**config.mk**
```make
export PLATFORM = sky130hd
export DESIGN_NAME = demux_hold_n
export DESIGN_NICKNAME = d
export VERILOG_FILES = /design/src/rtl/demux_hold_n_pkg.sv /design/src/rtl/demux_hold_n_sel_debounce.sv /design/src/rtl/demux_hold_n.sv
export SDC_FILE = /design/constraint.sdc
export NUM_CORES = 1
export LEC_CHECK = 0
export ABC_CLOCK_PERIOD_IN_PS = 1800
export BUFFER_PORTS_ARGS = -buffer_cell sky130_fd_sc_hd__buf_2
export CORE_MARGIN = 4
export CORE_UTILIZATION = 54
export DETAILED_ROUTE_END_ITERATION = 10
export PLACE_DENSITY_LB_ADDON = 0.12
export SYNTH_ARGS = -nofsm -noshare
export SYNTH_HDL_FRONTEND = slang
export SYNTH_HIERARCHICAL = 1
export SYNTH_SLANG_ARGS = --single-unit
```
**constraint.sdc**
```tcl
create_clock -name clk -period 1.8 [get_ports clk]
set_input_delay 0.18 -clock clk [delete_from_list [all_inputs] [get_ports clk]]
set_output_delay 0.18 -clock clk [all_outputs]
set_load 0.01 [all_outputs]
```
**src/rtl/demux_hold_n_pkg.sv**
```systemverilog
// Shared definitions for the demux_hold_n block: default parameter values
// and the select-debounce FSM state encoding.
package demux_hold_n_pkg;

  localparam int unsigned DEF_W         = 8;
  localparam int unsigned DEF_N         = 2;
  localparam int unsigned DEF_DB_CYCLES = 16;

  // Debounce FSM: IDLE = select in force, SETTLE = candidate being qualified
  typedef enum logic {
    ST_IDLE   = 1'b0,
    ST_SETTLE = 1'b1
  } db_state_t;

endpackage

```
**src/rtl/demux_hold_n_sel_debounce.sv**
```systemverilog
// Select synchroniser and debouncer for demux_hold_n.
// Ports:
//   clk, rst_n      rising-edge clock, asynchronous active-low reset
//   sel_raw         raw switch select, asynchronous to clk
//   sel_active      debounced select currently in force (registered)
//   settle_busy_c   next FSM state is SETTLE (combinational)
// A new select takes effect only after it has been seen unchanged for the
// cycle that enters SETTLE plus DB_CYCLES cycles in SETTLE.
module demux_hold_n_sel_debounce
  import demux_hold_n_pkg::*;
#(
  parameter  int unsigned N         = DEF_N,
  parameter  int unsigned DB_CYCLES = DEF_DB_CYCLES,
  localparam int unsigned SELW      = $clog2(N)
) (
  input  logic            clk,
  input  logic            rst_n,
  input  logic [SELW-1:0] sel_raw,
  output logic [SELW-1:0] sel_active,
  output logic            settle_busy_c
);

  localparam int unsigned CW = $clog2(DB_CYCLES);
  localparam logic [CW-1:0] CNT_LAST = CW'(DB_CYCLES - 1);

  logic [SELW-1:0] sync1_q, sync2_q, sel_s;
  logic [SELW-1:0] cand_q, cand_d;
  logic [SELW-1:0] active_q, active_d;
  logic [CW-1:0]   cnt_q, cnt_d;
  db_state_t       state_q, state_d;

  // Two-flop synchroniser on the raw switches
  always_ff @(posedge clk or negedge rst_n) begin
    if (!rst_n) begin
      sync1_q <= '0;
      sync2_q <= '0;
    end else begin
      sync1_q <= sel_raw;
      sync2_q <= sync1_q;
    end
  end

  // Out-of-range selects map to the last channel; no clamp when N fills SELW
  generate
    if (N == (1 << SELW)) begin : g_noclamp
      assign sel_s = sync2_q;
    end else begin : g_clamp
      localparam logic [SELW-1:0] MAX_SEL = SELW'(N - 1);
      assign sel_s = (sync2_q > MAX_SEL) ? MAX_SEL : sync2_q;
    end
  endgenerate

  // FSM state and datapath registers
  always_ff @(posedge clk or negedge rst_n) begin
    if (!rst_n) begin
      state_q  <= ST_IDLE;
      cand_q   <= '0;
      active_q <= '0;
      cnt_q    <= '0;
    end else begin
      state_q  <= state_d;
      cand_q   <= cand_d;
      active_q <= active_d;
      cnt_q    <= cnt_d;
    end
  end

  // Next-state logic
  always_comb begin
    state_d  = state_q;
    cand_d   = cand_q;
    active_d = active_q;
    cnt_d    = cnt_q;
    case (state_q)
      ST_IDLE: begin
        if (sel_s != active_q) begin
          state_d = ST_SETTLE;
          cand_d  = sel_s;
          cnt_d   = '0;
        end
      end
      ST_SETTLE: begin
        if (sel_s == active_q) begin
          // switch bounced back to the current select
          state_d = ST_IDLE;
          cnt_d   = '0;
        end else if (sel_s != cand_q) begin
          // a different candidate restarts qualification
          cand_d = sel_s;
          cnt_d  = '0;
        end else if (cnt_q == CNT_LAST) begin
          active_d = cand_q;
          state_d  = ST_IDLE;
          cnt_d    = '0;
        end else begin
          cnt_d = cnt_q + CW'(1);
        end
      end
      default: begin
        state_d = ST_IDLE;
      end
    endcase
  end

  assign sel_active    = active_q;
  assign settle_busy_c = (state_d == ST_SETTLE);

endmodule

```
**src/rtl/demux_hold_n.sv**
```systemverilog
// Registered 1-to-N demultiplexer with held channels and debounced select.
// Ports:
//   clk, rst_n    rising-edge clock, asynchronous active-low reset
//   sel_raw       raw switch select (SELW bits), asynchronous to clk
//   in_data/in_valid  result word and its valid flag
//   in_ready      block accepts a word this cycle (registered)
//   out_data      N*W bits, channel k at [k*W +: W]
//   out_upd       one-cycle pulse per channel written on the last edge
//   sel_active    debounced select currently in force
// Build option: DEMUX_BLANK_EN shows only the selected channel, others read 0;
// held channel registers are unaffected either way.
module demux_hold_n
  import demux_hold_n_pkg::*;
#(
  parameter  int unsigned W         = DEF_W,
  parameter  int unsigned N         = DEF_N,
  parameter  int unsigned DB_CYCLES = DEF_DB_CYCLES,
  localparam int unsigned SELW      = $clog2(N)
) (
  input  logic            clk,
  input  logic            rst_n,
  input  logic [SELW-1:0] sel_raw,
  input  logic [W-1:0]    in_data,
  input  logic            in_valid,
  output logic            in_ready,
  output logic [N*W-1:0]  out_data,
  output logic [N-1:0]    out_upd,
  output logic [SELW-1:0] sel_active
);

  logic           settle_busy_c;
  logic           xfer_c;
  logic [N-1:0]   upd_c;
  logic [N*W-1:0] ch_q;

  demux_hold_n_sel_debounce #(
    .N         (N),
    .DB_CYCLES (DB_CYCLES)
  ) u_sel_debounce (
    .clk           (clk),
    .rst_n         (rst_n),
    .sel_raw       (sel_raw),
    .sel_active    (sel_active),
    .settle_busy_c (settle_busy_c)
  );

  // Ready is low for every cycle the debouncer spends in SETTLE
  always_ff @(posedge clk or negedge rst_n) begin
    if (!rst_n) begin
      in_ready <= 1'b0;
    end else begin
      in_ready <= !settle_busy_c;
    end
  end

  assign xfer_c = in_valid && in_ready;

  // One-hot write enable; uses the select in force before this edge
  always_comb begin
    upd_c = '0;
    for (int unsigned k = 0; k < N; k++) begin
      if (xfer_c && (sel_active == SELW'(k))) begin
        upd_c[k] = 1'b1;
      end
    end
  end

  // Channel registers and update pulses
  always_ff @(posedge clk or negedge rst_n) begin
    if (!rst_n) begin
      ch_q    <= '0;
      out_upd <= '0;
    end else begin
      out_upd <= upd_c;
      for (int unsigned k = 0; k < N; k++) begin
        if (upd_c[k]) begin
          ch_q[k*W +: W] <= in_data;
        end
      end
    end
  end

`ifdef DEMUX_BLANK_EN
  // Only the selected channel is visible
  always_comb begin
    out_data = '0;
    for (int unsigned k = 0; k < N; k++) begin
      if (sel_active == SELW'(k)) begin
        out_data[k*W +: W] = ch_q[k*W +: W];
      end
    end
  end
`else
  assign out_data = ch_q;
`endif

endmodule
```
Word level (Yosys, flattened, before mapping)
Cells that the tools add are included.
- input bits: 12
- logic and storage cells: 44
- bits in registers: 28
- bits in latches: 0
- memories: 0
- RAM bits: 0
- ROM bits: 0
- output and inout bits: 20
- shift operators: 0
- $mul: 0
- div/mod/pow operators: 0
- magnitude comparators: 0
- equal/unequal tests: 7
- bitwise gates (word level): 4
- reduce and logical (&&, ||, !) cells: 6
- multiplexer cells: 16
- add/subtract/negate cells: 1
- operator list (kind ; count):
    4-bit 2-to-1 mux ; 4
    1-bit 2-to-1 mux ; 9
    4-bit case mux with 2 select lines ; 1
    4-bit by 1-bit adder with 4-bit output, second input constant ; 1
    4-bit equality test, second input constant ; 1
    2-bit != test, second input constant ; 2
    1-bit inverter ; 4
    1-bit case mux with 2 select lines ; 2
    4-bit AND reduction ; 1
    1-bit logical AND ; 3
    3-bit AND reduction ; 1
    1-bit != test ; 2
    2-bit by 1-bit != test with 1-bit output, second input constant ; 1
    1-bit equality test ; 1
    1-bit logical NOT ; 1

Depth between registers and ports, before layout
- word-level depth: 6
- mapped depth: 5

Hierarchy
Netlist, hierarchy kept.
- modules (own cells, without submodules) (module ; area each (sq um) ; times used ; cells each ; sequential area each (sq um)):
    demux_hold_n ; 704.4 ; 1 ; 40 ; 475.5
    demux_hold_n_sel_debounce ; 509.2 ; 1 ; 47 ; 225.2

Least setup slack after synthesis
OpenSTA, ideal clock, no wires.
- path kind: flip-flop to flip-flop
- from: register u_sel_debounce.active_q (netlist: u_sel_debounce/sel_active)
- to: register ch_q[0] (netlist: out_data[0])
- cell stages (with the launch flop): 3
- slack: 0.531 ns
- data arrival time: 1.144 ns
- buffers on the path: 0
- library setup time: 0.125 ns
- required time: 1.675 ns
- path through: dfrtp_1 -> nand3b_4 -> mux2_2
- cells in the longest elaborated chain, start to end: 3
- RTL lines (element ; line ; source):
    start, declared ; demux_hold_n_sel_debounce.sv:28 ; logic [SELW-1:0] active_q, active_d;
    start signal, assigned ; demux_hold_n_sel_debounce.sv:63 ; active_q <= active_d;
    1-bit inverter ; demux_hold_n.sv:62 ; if (xfer_c && (sel_active == SELW'(k))) begin
    1-bit logical AND ; demux_hold_n.sv:62 ;
    1-bit 2-to-1 mux ; demux_hold_n.sv:62 ;
    end signal, assigned by index ; demux_hold_n.sv:77 ; ch_q[k*W +: W] <= in_data;
    end, declared ; demux_hold_n.sv:34 ; logic [N*W-1:0] ch_q;
Every way passes these cells.
A chain may end at the register's enable or synchronous reset.

Worst setup path in the final report
- from: register u_sel_debounce.active_q (netlist: u_sel_debounce/sel_active)
- to: register ch_q[4] (netlist: out_data[4])
Same word-level chain as after synthesis.

==> run_results.csv <==
group,metric,value,unit
outcome,status,"complete, no violations",
floorplan,rows,16,
worst_setup_path,slowest_delay,0.59,ns
routing,wl,2110,µm
cts,cts_tree,"yes",
final_layout,antenna_cells,0,
worst_setup_path,cp_slowest_cell,"dfrtp_1",
yosys,synth_commonest_cells,"dfrtp_1 (28), mux2_2 (16), a32oi_1 (4), inv_1 (4), nor2b_1 (4)",
global_route,grtUsageMet3,0.0350,
floorplan,chipWidth,55.4,µm
worst_setup_path,critPathMaxFanout,12,
yosys,synth_edf_count,0,
yosys,syn_area,0.00121,mm²
yosys,yosysWarnings,6,
sta,setup_tns,0,ns
yosys,syn_nets,100,
pwr,power_density,854,mW/mm²
final_layout,fin_cells,148,
global_route,grt_use_met2,0.262,
yosys,yosysTopAreaCell,"dfrtp_1",
worst_setup_path,worstRegToRegCells,2,
sta,hold_viol_final,0,
cts,cts_max_level,1,
worst_setup_path,end_kind,"register",
worst_setup_path,crit_path_cell_trace,"nand3b_4 > mux2_2",
worst_hold_path,hp-class,"in -> reg",
routing,drtAntennaViolNets,0,
global_route,grt_usage,0.154,
global_route,grt_pass1_vias,823,
cts,clock_latency,0.32,ns
worst_setup_path,rr_startpoint,"u_sel_debounce/sel_active",
final_layout,area_delta_synth_final,19.1,%
global_route,antenna_found_initial,0,
yosys,synth_compound_area_frac,0.0866,
placed_design,portBuffers,31,
worst_setup_path,start_kind,"register",
yosys,synth_top_family_by_area,"multiplexers",
yosys,synth-simple-area-share,0.116,
yosys,syn_inst,87,
sta,slew_viol_final,0,
yosys,yosysMostFrequentCell,"dfrtp_1",
pwr,peakVddDrop,0.569,mV
worst_setup_path,critPathBufInv,0,
yosys,muxShareOfSynthArea,0.165,
worst_setup_path,crit_arrival,1.55,ns
sta,period_share,0.739,
placed_design,dp_hpwl,1570,µm
yosys,netlist.area_leader.share,0.577,
placed_design,dp.cells,142,
yosys,synth_fa_ha_area_frac,0.0103,
worst_hold_path,hold_start,"in_data[0]",
sta,min_period,1.33,ns
sta,rsz0062_at_grt,"no",
yosys,synth.area.top_cells,"dfrtp_1 (58%), mux2_2 (15%), a32oi_1 (2.9%)",
flow_run,maxCapViolCount,0,
global_route,grt_pass1_wl,3800,µm
yosys,async_flop_share,1.00,
worst_setup_path,worstSetupPathType,"reg -> reg",
cts,cts.repair.resized,0,
worst_setup_path,regToRegEndpoint,"out_data[4]",
cts,cts_made_buffers,3,
yosys,ys_seq_elements,28,
floorplan,core-area,0.00204,mm²
cts,clk_path_buf_depth,2,
cts,cts_sinks,28,
placed_design,gp_congestion,0.729,
sta,clock-skew-final,0.000994,ns
worst_setup_path,critPathTopFamily,"flip-flops",
routing,drc,0,
sta,fmax,0.752,GHz
routing,firstDrtPassIters,4,
cts,clk_pin_slew,0.15,ns
floorplan,die_h,55.4,µm
sta,worst_pin_slew,0.598,ns
routing,routedWlPerCell,14.3,µm
cts,cts-root-buf,"clkbuf_4",
sta,slew_headroom,0.601,
sta,setup_viol,0,
global_route,use_met1,0.186,
final_layout,drive_above_1_share,0.471,
yosys,synth_cell_type_count,31,
floorplan,io_pins,32,
yosys,avgSynthCellArea,14.0,µm²
worst_setup_path,reg2reg_slack,0.47,ns
routing,vias,820,
worst_hold_path,whs_path_depth,2,
yosys,synthFlopType,"dfrtp_1",
global_route,grt_max_degree,29,
yosys,synth.yosys.seq_area_share,0.577,
yosys,synthXorXnorAreaFrac,0.00722,
global_route,grt_busiest_layer,"met2",
routing,drt-initial-drc-count,20,
routing,vias_per_cell,5.54,
floorplan,die_area,0.00307,mm²
worst_setup_path,cp_data_required_time,2.02,ns
final_layout,nets,135,
worst_hold_path,hold_end,"out_data[8]",
floorplan,initial_core_util,0.594,
global_route,overflow,0,
pwr,p_leak,0.765,nW
==> area by class of cell <==
type / instances / area, µm²
clock buffers: 3 / 22.5
multi-input cells: 52 / 468
repair buffers: 33 / 175
fillers: 159 / 597
inverters: 4 / 15.0
flip-flops and latches: 28 / 701
clock inverters: 1 / 30.0
well taps: 27 / 33.8
==> logic make-up after synthesis <==
logic type,count (synthesis)
compound gates,14
flops,28
xor+xnor,1
mux,18
fa+ha+maj,1
simple gates,18
buf+inv,7
==> worst max path at each step <==
stage	startpoint	endpoint	slack [ns]	cells after the start
floorplan	u_sel_debounce/sel_active	out_data[0]	0.53	2
global route	u_sel_debounce/sel_active	out_data[4]	0.39	2
finish	u_sel_debounce/sel_active	out_data[4]	0.47	2
detailed placement	u_sel_debounce/sel_active	out_data[4]	0.48	2
global placement	u_sel_debounce/sel_active	out_data[4]	0.53	2
CTS	u_sel_debounce/sel_active	out_data[4]	0.46	2
==> metrics by stage <==
stage | setup slack, ns | area, µm² | hold slack (ns) | utilization | total power, mW
2_1_floorplan | 0.531 | 1210 | -0.116 | - | 0.774
3_3_place_gp | 0.527 | 1370 | 0.222 | 0.672 | 0.831
3_5_place_dp | 0.478 | 1370 | 0.221 | 0.672 | 0.838
4_1_cts | 0.459 | 1450 | 0.0775 | 0.708 | 1.25
5_1_grt | 0.394 | 1450 | 0.0775 | 0.708 | 1.30
6_report | 0.470 | 1450 | 0.0896 | 0.708 | 1.23
==> metal layers <==
metal	vias to the layer above	share of wire
met4	0	0.0057
met2	34	0.51
met5	-	0
li1	386	-
met1	398	0.42
met3	2	0.064
==> state kept, by name (all words and copies together), names as in the netlist <==
name	flops
out_data	16
u_sel_debounce/cand_q	1
out_upd	2
u_sel_debounce/sel_active	1
in_ready	1
u_sel_debounce/cnt_q	4
u_sel_debounce/sync1_q	1
u_sel_debounce/sel_s	1
u_sel_debounce/state_q	1
==> cell usage in the layout, fill, tap and decap left out, drive strengths merged, types with 2 or more instances in the layout <==
| cell | netlist | routed |
|---|---|---|
| dfrtp | 28 | 28 |
| a31o | 2 | 2 |
| buf | 2 | 31 |
| clkbuf | 1 | 3 |
| mux2 | 16 | 16 |
| nor2 | 3 | 3 |
| dlygate4sd3 | 0 | 2 |
| nor2b | 5 | 5 |
| a32oi | 4 | 4 |
| mux2i | 2 | 2 |
| inv | 4 | 4 |
| o21ai | 3 | 3 |
| nand3 | 3 | 3 |
==> where the power goes <==
part	internal, mW	switching (mW)	leakage, nW
clock	0.225	0.182	0.0279
combinational	0.0675	0.0678	0.381
sequential	0.665	0.0269	0.356
total	0.958	0.276	0.765
==> timing repair <==
item	CTS	global route
endpoints found under the hold margin	29	0
buffers inserted	0	0
hold buffers	2	0
(Power assumes the default switching activity.)
